**src/rtl/sd_drive_scheduler.sv**
```systemverilog
// Round-robin arbiter of block read/write requests from three drives onto one hps_io SD port.
// Grant 2 cycles after strobe; strobes while a drive is pending are dropped; sd_ack paces the transfer.
module sd_drive_scheduler #(
  parameter int TIMEOUT = 50000000
) (
  input  logic        clk_sys,
  input  logic        reset,
  input  logic [2:0]  req_rd,
  input  logic [2:0]  req_wr,
  input  logic [95:0] req_lba,
  output logic [31:0] sd_lba,
  output logic [2:0]  sd_rd,
  output logic [2:0]  sd_wr,
  input  logic        sd_ack,
  output logic [2:0]  done,
  output logic [2:0]  err,
  output logic        busy,
  output logic [2:0]  pending
);

  typedef enum logic [1:0] {IDLE, WAIT_ACK, XFER, DONE} state_t;

  localparam logic [25:0] WAIT_LAST = 26'(TIMEOUT - 1);

  state_t           state;
  logic [1:0]       last_grant;
  logic [1:0]       grant;
  logic [1:0]       next_grant;
  logic [2:0]       grant_mask;
  logic [2:0]       next_mask;
  logic [2:0]       dir;
  logic [2:0][31:0] lba;
  logic [25:0]      wait_cnt;
  logic [2:0]       strobe;
  logic [2:0]       clr;
  logic             timed_out;

  assign strobe     = req_rd | req_wr;
  assign busy       = (state != IDLE);
  assign grant_mask = 3'b001 << grant;
  assign next_mask  = 3'b001 << next_grant;
  assign timed_out  = (state == WAIT_ACK) && !sd_ack && (wait_cnt == WAIT_LAST);
  assign clr        = ((state == DONE) || timed_out) ? grant_mask : 3'b000;

  // Search order starts one past the drive served last.
  always_comb begin
    next_grant = 2'd0;
    case (last_grant)
      2'd0:    next_grant = pending[1] ? 2'd1 : (pending[2] ? 2'd2 : 2'd0);
      2'd1:    next_grant = pending[2] ? 2'd2 : (pending[0] ? 2'd0 : 2'd1);
      default: next_grant = pending[0] ? 2'd0 : (pending[1] ? 2'd1 : 2'd2);
    endcase
  end

  // A strobe landing on the edge that retires the drive is kept, so pending stays set.
  always_ff @(posedge clk_sys or posedge reset) begin
    if (reset) begin
      pending <= 3'b000;
      dir     <= 3'b000;
      lba     <= '0;
    end else begin
      for (int i = 0; i < 3; i++) begin
        if (strobe[i] && (!pending[i] || clr[i])) begin
          pending[i] <= 1'b1;
          dir[i]     <= ~req_rd[i];
          lba[i]     <= req_lba[32*i +: 32];
        end else if (clr[i]) begin
          pending[i] <= 1'b0;
        end
      end
    end
  end

  always_ff @(posedge clk_sys or posedge reset) begin
    if (reset) begin
      state      <= IDLE;
      last_grant <= 2'd2;
      grant      <= 2'd0;
      sd_lba     <= 32'd0;
      sd_rd      <= 3'b000;
      sd_wr      <= 3'b000;
      done       <= 3'b000;
      err        <= 3'b000;
      wait_cnt   <= 26'd0;
    end else begin
      done <= 3'b000;
      err  <= 3'b000;
      case (state)
        IDLE: begin
          if (|pending) begin
            grant    <= next_grant;
            sd_lba   <= lba[next_grant];
            sd_rd    <= dir[next_grant] ? 3'b000 : next_mask;
            sd_wr    <= dir[next_grant] ? next_mask : 3'b000;
            wait_cnt <= 26'd0;
            state    <= WAIT_ACK;
          end
        end
        WAIT_ACK: begin
          if (sd_ack) begin
            sd_rd <= 3'b000;
            sd_wr <= 3'b000;
            state <= XFER;
          end else if (timed_out) begin
            sd_rd      <= 3'b000;
            sd_wr      <= 3'b000;
            err        <= grant_mask;
            last_grant <= grant;
            state      <= IDLE;
          end else if (wait_cnt != '1) begin
            wait_cnt <= wait_cnt + 26'd1;
          end
        end
        XFER: begin
          if (!sd_ack) state <= DONE;
        end
        DONE: begin
          done       <= grant_mask;
          last_grant <= grant;
          state      <= IDLE;
        end
        default: state <= IDLE;
      endcase
    end
  end

endmodule

```
**config.mk**
```make
export PLATFORM = sky130hd
export DESIGN_NAME = sd_drive_scheduler
export DESIGN_NICKNAME = d
export VERILOG_FILES = /design/src/rtl/sd_drive_scheduler.sv
export SDC_FILE = /design/constraint.sdc
export NUM_CORES = 1
export LEC_CHECK = 0
export BUFFER_PORTS_ARGS = -buffer_cell sky130_fd_sc_hd__buf_2
export CORE_MARGIN = 4
export CORE_UTILIZATION = 50
export CTS_CLUSTER_SIZE = 14
export DETAILED_ROUTE_END_ITERATION = 7
export PLACE_DENSITY = 0.74
export SLEW_MARGIN = 20
export SYNTH_ARGS = -nofsm -noshare
export SYNTH_HDL_FRONTEND = slang
export SYNTH_SLANG_ARGS = --single-unit
```
**constraint.sdc**
```tcl
create_clock -name clk_sys -period 6.8 [get_ports clk_sys]
set_input_delay 0.34 -clock clk_sys [delete_from_list [all_inputs] [get_ports clk_sys]]
set_output_delay 0.34 -clock clk_sys [all_outputs]
set_load 0.05 [all_outputs]
```
==> results.cfg, run 1 <==
[worst_setup_path]
rr_startpoint = wait_cnt[0]
worstSetupPathType = reg2reg
cp-end-kind = flop
reg2reg_slack_ns = 3.85
cp.arrival_ns = 3.26
r2r-end = lba[26]
crit_required_ns = 7.11
cp_max_fo = 22
worst-r2r-cell-count = 7
startpoint = wait_cnt[0]
start_kind = flop

[worst_hold_path]
worstHoldStart = req_rd[1]
hold_path.class = in2reg
holdPathEnd = dir[1]
hold-path-cell-count = 2

[cts]
clk_latency_ns = 0.43
cts_buffer_depth = 2
clock_sinks = 178
cts_setup_buffers = 0
htreeDepth = 4
cts_inserted_buffers = 17
clkTransAtPathRegs_ns = 0.07
clockRootBuffer = clkbuf_16
cts_tree = done
cts-resized-gates = 0

[floorplanning]
row_count = 45
die_width_um = 134
start_util_pct = 51.4
core_sq_um = 15300
die_h_um = 134
dieArea_sq_um = 17800
io_pins = 153

[timing]
fin_ws_ns = 3.85
timing.final.crit_share_pct = 43.3
worst_pin_slew_ns = 1.04
final-hold-violation-count = 0
slew_headroom_pct = 30.5
fin_crit_ns = 2.95
max_freq_ghz = 0.339
setup_viol = 0
slew_violations = 0
finalSetupTns_ns = 0
finalClockSkew_ns = 0.0103
rsz0062_at_grt = no

[routing]
drcViolationCount = 0
routed_wl_um = 19900
post_drt_wl_per_cell_um = 19.3
postRouteAntennaNets = 0
num_vias = 6043
drt_iter0_drc = 431
vias_per_cell = 5.87
first_pass_iters = 5

[synth]
synth.most_common_cell = dfrtp_1
synth_seq_cells = 178
netlist_top_cells_count = 177 x dfrtp_1, 94 x mux2_2, 65 x nand2_1
syn_inst = 669
ys_seq_area_share_pct = 56.6
synth_edf_count = 0
synth_fp_nets = 775
yosysUniqueCellTypes = 62
netlist_area_sq_um = 7880
yosysWarnings = 0
avgSynthCellArea_sq_um = 11.8
synth_async_sr_flop_share_pct = 100
synth_top_area_cell = dfrtp_1
ys.flop_type = dfrtp_1
yosys-top-cells-area = dfrtp_1 56%, mux2_2 13%, a221oi_1 3.6%
yosysTopAreaCellShare_pct = 56.2

[finish]
final_nets = 910
multi_input_area_sq_um = 3240
layout-drive-gt1-share_pct = 37.8
areaGrowthSynthToFinish_pct = 20.5
seqCellArea_sq_um = 4460
fin_area_sq_um = 9490
fillers = 1227
fin_util_pct = 62.0

[place]
post-place-ws_ns = 3.89
port_buffers = 152
postPlaceCellArea_sq_um = 8820
place_hpwl_um = 13400
gp_congestion = 0.874

[global_routing]
antenna_found_initial = 2
grt_pass1_wl_um = 32200
grt_use_total_pct = 22.9
overflow = 0
grt_pass1_vias = 6258
grt_max_degree = 113

[pwr]
p_leak_nw = 4.11
power_density_nw_per_um2 = 485
max-vdd-ir-drop_uv = 304
finalPower_mw = 4.61

[flow_run]
cap_violations = 0

[run_status]
status = complete, no violations
==> cells by family after synthesis <==
family,count (synthesis),synth area share (%)
compound gates,141,12.2
buf+inv,47,3.21
mux,97,13.9
flops,178,56.6
xor+xnor,7,0.778
fa+ha+maj,1,0.159
simple gates,198,13.2
==> per-stage QoR <==
stage	cells	hold slack, ns
after global placement	992	0.469
after detailed placement	994	0.476
after global routing	1029	0.102
after CTS	1026	0.0918
after floorplan	669	0.427
final	1029	0.105
==> where the power goes <==
group          internal, mW  total, mW  switching [mW]
Sequential             1.51       1.79           0.281
Combinational         0.628       1.77            1.14
Clock                 0.622       1.05           0.426
Total                  2.75       4.61            1.85
==> sequential cells by signal, summed over array words and instances, names as in the netlist, named ones only <==
name,count
err,3
sd_rd,3
pending,3
state,1
sd_wr,3
grant,2
dir,3
lba,96
wait_cnt,26
done,3
last_grant,2
sd_lba,32
==> layout make-up <==
type / count / area share, %
Clock buffer: 18 / 4.52
Multi-Input combinational cell: 444 / 34.1
Inverter: 4 / 0.211
Clock inverter: 14 / 2.14
Antenna cell: 1 / 0.0264
Timing Repair Buffer: 159 / 9.23
Sequential cell: 178 / 47.0
Tap cell: 211 / 2.78
==> timing repair <==
item | in CTS | in global routing
setup endpoints to repair | 0 | 0
hold buffers | 0 | 1
hold endpoints to repair | 0 | 34
==> worst max path at each step <==
stage	endpoint	slack [ns]	cells after the start
4_1_cts	lba[26]	3.86	7
6_report	lba[26]	3.85	7
2_1_floorplan	async pin	1.63	1
3_5_place_dp	lba[15]	3.89	7
5_1_grt	lba[26]	3.70	7
3_3_place_gp	lba[79]	3.85	6
==> layout by cell type (no fill, tap or decap), types with 3 or more instances in the layout <==
cell type  count
dfrtp_1      177
nand2b_1       6
a221oi_1      32
or2_2          3
clkbuf_16     17
nor4_1         5
nand4_1       12
a311oi_1       3
mux2_2        94
nor4b_1        3
buf_16         3
a32o_1         4
o31ai_1       11
bufinv_16      4
or4_1         10
nand2_1       65
inv_6          3
nor3_1         6
xnor2_1        6
buf_4          3
o22ai_4        3
or3_1          3
inv_1          3
and4_1         3
mux2_1         3
a21oi_1       55
nor2_1        55
buf_2        152
o21ai_0       15
nor2b_1        6
==> critical path, stage by stage, from the launching register on <==
cell,delay [ns]
dfrtp_1,0.38
ha_1,0.29
nor4b_1,0.35
nand4_1,0.17
o21a_1,0.35
o22ai_4,0.47
buf_4,0.42
mux2_2,0.38
==> routing by layer <==
layer  vias up  GRT usage, %  part of all wire [%]
li1       2745             -                     -
met1      3034          29.3                    41
met2       221          37.4                    50
met3        41          6.16                   6.1
met4         2          8.80                   2.6
met5         -             0                 0.065
Power figures use the tool's default switching activity.
==> run 2: changes to the inputs <==
Clock period 6.8 ns to 2.8 ns, I/O delays scaled along.
==> run 2 against run 1 <==
Compared with the run above:
- maximum frequency grew 14%
- power grew 150%
- final cell count grew 11%
- critical endpoint is now lba[23]
- highest routed layer is now met4
- cell area grew 11%
- setup slack lost 3.6 ns
- critical path depth shrank 1
- combinational power grew to 2.6 times the previous value
==> results.cfg, run 2 (synthesis gave the netlist of run 1 again) <==
[routing]
drt_iter0_drc = 566
routed_wl_um = 22800
post_drt_wl_per_cell_um = 20.0
vias_per_cell = 5.80
postRouteAntennaNets = 0
first_pass_iters = 5
drcViolationCount = 0
num_vias = 6630

[timing]
final-hold-violation-count = 0
slew_headroom_pct = 55.1
slew_violations = 0
finalClockSkew_ns = 0.0121
fin_crit_ns = 2.58
timing.final.crit_share_pct = 92.1
fin_ws_ns = 0.221
worst_pin_slew_ns = 0.674
finalSetupTns_ns = 0
setup_viol = 0
rsz0062_at_grt = no
hold_slack_ns = 0.0261
max_freq_ghz = 0.388

[finish]
final_nets = 1024
regMostFlops = lba
largest_reg_flops = 96
areaGrowthSynthToFinish_pct = 34.1
final_common_cell = dfrtp_1
mostFrequentLayoutCells = 177 x dfrtp_1, 152 x buf_2, 102 x dlygate4sd3_1, 94 x mux2_2, 65 x nand2_1
fin_area_sq_um = 10600
fin_util_pct = 69.0
top_regs = lba: 96 flops, sd_lba: 32 flops, wait_cnt: 26 flops
layout-drive-gt1-share_pct = 34.8
stdcell_count = 1143

[flow_run]
cap_violations = 0

[pwr]
internal_power_mw = 6.70
finalPower_mw = 11.4
power_frac_clock_pct = 21.2
p_seq_share_pct = 38.1
combPwrFrac_pct = 40.6
p_switching_mw = 4.72
max-vdd-ir-drop_uv = 643
swShare_pct = 41.3
p_leak_nw = 4.57
power_density_nw_per_um2 = 1080

[place]
postPlaceCellArea_sq_um = 8930
gp_congestion = 0.898
port_buffers = 152
post-place-ws_ns = 0.239
place_hpwl_um = 13900
numPlacedInstances = 1008

[global_routing]
grt_use_total_pct = 26.0
overflow = 0
grt_pass1_wl_um = 36500
grt_pass1_vias = 7169
antenna_found_initial = 1
grt_max_degree = 97

[floorplanning]
start_util_pct = 51.4
die_h_um = 134
io_pins = 153
row_count = 45
die_width_um = 134
dieArea_sq_um = 17800
core_sq_um = 15300

[worst_setup_path]
worstSetupPathType = reg2reg
cp.arrival_ns = 2.89
slowest_stage = dfrtp_1
crit_required_ns = 3.12
crit_path_cell_trace = nor3b_2, nand4_1, o21a_1, o22ai_4, buf_4, mux2_2
cp_max_fo = 19
start_kind = flop
max_stage_delay_ns = 0.49
cp-end-kind = flop

[cts]
clock_sinks = 178
clockRootBuffer = clkbuf_16
clkTransAtPathRegs_ns = 0.07
cts_buffer_depth = 2
htreeDepth = 4
clk_latency_ns = 0.44
cts_inserted_buffers = 17
cts_tree = done

[run_status]
status = complete, no violations

[worst_hold_path]
hold_path.class = in2reg
==> run 2: changes by cell type in the layout (fill, tap and decap cells not counted), sizes merged <==
cell / before / now
clkinv: 4 / 3
inv: 8 / 9
dlygate4sd3: 1 / 102
buf: 158 / 171
clkbuf: 18 / 17
bufinv: 4 / 2
clkinvlp: 2 / 5
==> run 2: layout make-up <==
| class | instances | area [sq um] |
|---|---|---|
| antenna | 1 | 2.50 |
| clock buffer | 17 | 425 |
| clock inverter | 15 | 175 |
| fill | 1092 | 4750 |
| inverter | 4 | 18.8 |
| multi-input combinational | 444 | 3250 |
| sequential | 178 | 4460 |
| tap | 211 | 264 |
| timing repair buffer | 273 | 1970 |
==> run 2: layer usage <==
metal | routed length (um) | global-route usage (%) | share of wire (%) | up-vias
met4 | 803 | 11.2 | 3.5 | 0
li1 | - | - | - | 2981
met1 | 8930 | 31.1 | 39 | 3306
met3 | 1260 | 5.85 | 5.5 | 73
met5 | 0 | 0 | 0 | -
met2 | 11800 | 45.4 | 52 | 270
==> run 2: path summary, 6_finish.rpt <==
path	from	end	slack, ns	depth (start not counted)
worst max-delay path	state[0]	lba[23]	0.22	6
worst max register to register	state[0]	lba[23]	0.22	6
max in group asynchronous	reset	lba[84]	1.65	4
worst min register to register	sd_wr[2]	sd_wr[2]	0.50	1
min in group asynchronous	reset	lba[67]	0.30	3
worst min-delay path	req_wr[1]	pending[1]	0.03	3
==> run 2: worst max-delay path, delay by kind of cell, from the launching register on <==
kind | cells | cell delay (ns)
AND/OR/NAND/NOR | 2 | 0.61
flip-flops | 1 | 0.49
buffers and inverters | 1 | 0.31
AO/OA/AOI/OAI | 2 | 0.63
multiplexers | 1 | 0.40
==> run 2: power by group through the flow <==
stage                     combinational (mW)  sequential [mW]  clock [mW]
after floorplan                         2.39             5.07           0
after global placement                  4.29             4.27           0
after detailed placement                4.45             4.34           0
after CTS                               4.58             4.32        2.44
after global routing                    4.99             4.47        2.55
final                                   4.64             4.36        2.42
==> run 2: what timing repair did <==
item	4_1_cts	5_1_grt
resized for setup	0	1
endpoints found under the setup margin	0	10
endpoints found under the hold margin	124	0
setup buffers	0	0
hold buffers	102	0
==> run 3: changes to the inputs <==
Settings changed: HOLD_SLACK_MARGIN set to 0.03.
Clock period 2.8 ns to 3 ns, I/O delays scaled along.
==> run 3 against run 2 <==
Compared with the run above:
- sequential power is 7.1% lower
- critical endpoint is now lba[21]
- power is 7.2% lower
- clock power is 9.5% lower
==> results.cfg, run 3 (synthesis gave the netlist of run 1 again) <==
[worst_setup_path]
crit_path_cell_trace = ha_1, nor4b_1, nand4_1, o21a_1, o22ai_4, buf_4, mux2_2
path_depth = 7
max_stage_delay_ns = 0.41
worstSetupPathType = reg2reg
path_buf_inv = 1
slowest_stage = mux2_2
cp.arrival_ns = 2.99
worst-r2r-cell-count = 7
cp-end-kind = flop
reg2reg_slack_ns = 0.33
start_kind = flop
cp_max_fo = 21
cp_top_family = simple AND/OR/NAND/NOR gates
crit_required_ns = 3.32

[pwr]
swShare_pct = 41.3
power_frac_clock_pct = 20.7
max-vdd-ir-drop_uv = 686
combPwrFrac_pct = 41.1
p_switching_mw = 4.38
power_density_nw_per_um2 = 1010
p_seq_share_pct = 38.2
internal_power_mw = 6.21
p_leak_nw = 4.56

[cts]
cts_buffer_depth = 2
cts_setup_buffers = 0
clockRootBuffer = clkbuf_16
clk_latency_ns = 0.44
cts_tree = done
htreeDepth = 4
cts_inserted_buffers = 17
cts-resized-gates = 0
hold_buffers = 103
clkTransAtPathRegs_ns = 0.07
clock_sinks = 178

[place]
port_buffers = 152
numPlacedInstances = 1008
place_hpwl_um = 13800
postPlaceCellArea_sq_um = 8920
gp_congestion = 0.882

[timing]
timing.final.crit_share_pct = 88.9
max_freq_ghz = 0.375
fin_crit_ns = 2.67
worst_pin_slew_ns = 0.798
finalSetupTns_ns = 0
slew_headroom_pct = 46.7
slew_violations = 0
hold_slack_ns = 0.0700
finalClockSkew_ns = 0.0106
rsz0062_at_grt = no
final-hold-violation-count = 0
setup_viol = 0

[routing]
drcViolationCount = 0
num_vias = 6594
post_drt_wl_per_cell_um = 19.6
vias_per_cell = 5.75
postRouteAntennaNets = 0
routed_wl_um = 22400
first_pass_iters = 5
drt_iter0_drc = 537

[finish]
mostFrequentLayoutCells = 177 x dfrtp_1, 152 x buf_2, 103 x dlygate4sd3_1, 94 x mux2_2, 65 x nand2_1
final_nets = 1025
layout-drive-gt1-share_pct = 34.7
regMostFlops = lba
areaGrowthSynthToFinish_pct = 33.8
fin_area_sq_um = 10500
final_common_cell = dfrtp_1
fillers = 1064
largest_reg_flops = 96
stdcell_count = 1147
top_regs = lba: 96 flops, sd_lba: 32 flops, wait_cnt: 26 flops

[floorplanning]
io_pins = 153
die_width_um = 134
core_sq_um = 15300
row_count = 45
die_h_um = 134
dieArea_sq_um = 17800
start_util_pct = 51.4

[run_status]
status = complete, no violations

[global_routing]
grt_pass1_wl_um = 35900
grt_use_total_pct = 25.6
grt_pass1_vias = 6982
antenna_found_initial = 4
grt_max_degree = 77
overflow = 0

[flow_run]
cap_violations = 0

[worst_hold_path]
hold_path.class = in2reg
hold-path-cell-count = 3
[run 3: cell count changes in the layout (fill, tap and decap cells not counted), sizes merged]
cell         previous run  this run
dlygate4sd3           102       103
diode                   1         4
clkinvlp                5         4
inv                     9         7
clkbuf                 17        19
bufinv                  2         1
clkinv                  3         5
[run 3: final timing paths]
check / start / end
max in group asynchronous: reset / sd_lba[29]
setup / recovery: wait_cnt[0] / lba[21]
min in group asynchronous: reset / lba[36]
hold reg to reg: sd_rd[2] / sd_rd[2]
hold / removal: sd_ack / flop
setup reg to reg: wait_cnt[0] / lba[21]
[run 3: cell type report]
class	instances	area, sq um	area share, %
Antenna cell	4	10.0	0.0950
Clock buffer	19	453	4.30
Clock inverter	13	126	1.20
Inverter	4	18.8	0.178
Multi-Input combinational cell	444	3240	30.7
Sequential cell	178	4460	42.3
Tap cell	211	264	2.51
Timing Repair Buffer	274	1970	18.7
[run 3: per-layer routing]
layer  GRT usage (%)  wire [um]
met1            30.6       8770
met2            43.3      11300
met3            6.00       1480
met4            13.6        847
met5               0          0
[run 3: power groups by stage]
| stage | clock network [mW] | logic (mW) | registers, mW |
|---|---|---|---|
| floorplan | 0 | 2.23 | 4.73 |
| global placement | 0 | 4.05 | 3.98 |
| detailed placement | 0 | 4.19 | 4.04 |
| CTS | 2.21 | 4.31 | 4.01 |
| global route | 2.32 | 4.66 | 4.15 |
| finish | 2.19 | 4.35 | 4.05 |
[run 3: worst register-to-register path: cells and delay by family (launching register included)]
family                   cells  cell delay, ns
buffers and inverters        1            0.33
AND/OR/NAND/NOR              2            0.58
multiplexers                 1            0.41
flip-flops                   1            0.38
AO/OA/AOI/OAI                2            0.58
adder cells (fa/ha/maj)      1            0.27
[run 3: per-stage QoR]
| stage | total power [mW] | util, % | setup slack, ns |
|---|---|---|---|
| detailed placement | 8.22 | 58.2 | 0.398 |
| global route | 11.1 | 68.8 | 0.142 |
| floorplan | 6.97 | - | 0.570 |
| CTS | 10.5 | 68.8 | 0.368 |
| global placement | 8.03 | 58.2 | 0.527 |
| finish | 10.6 | 68.8 | 0.332 |
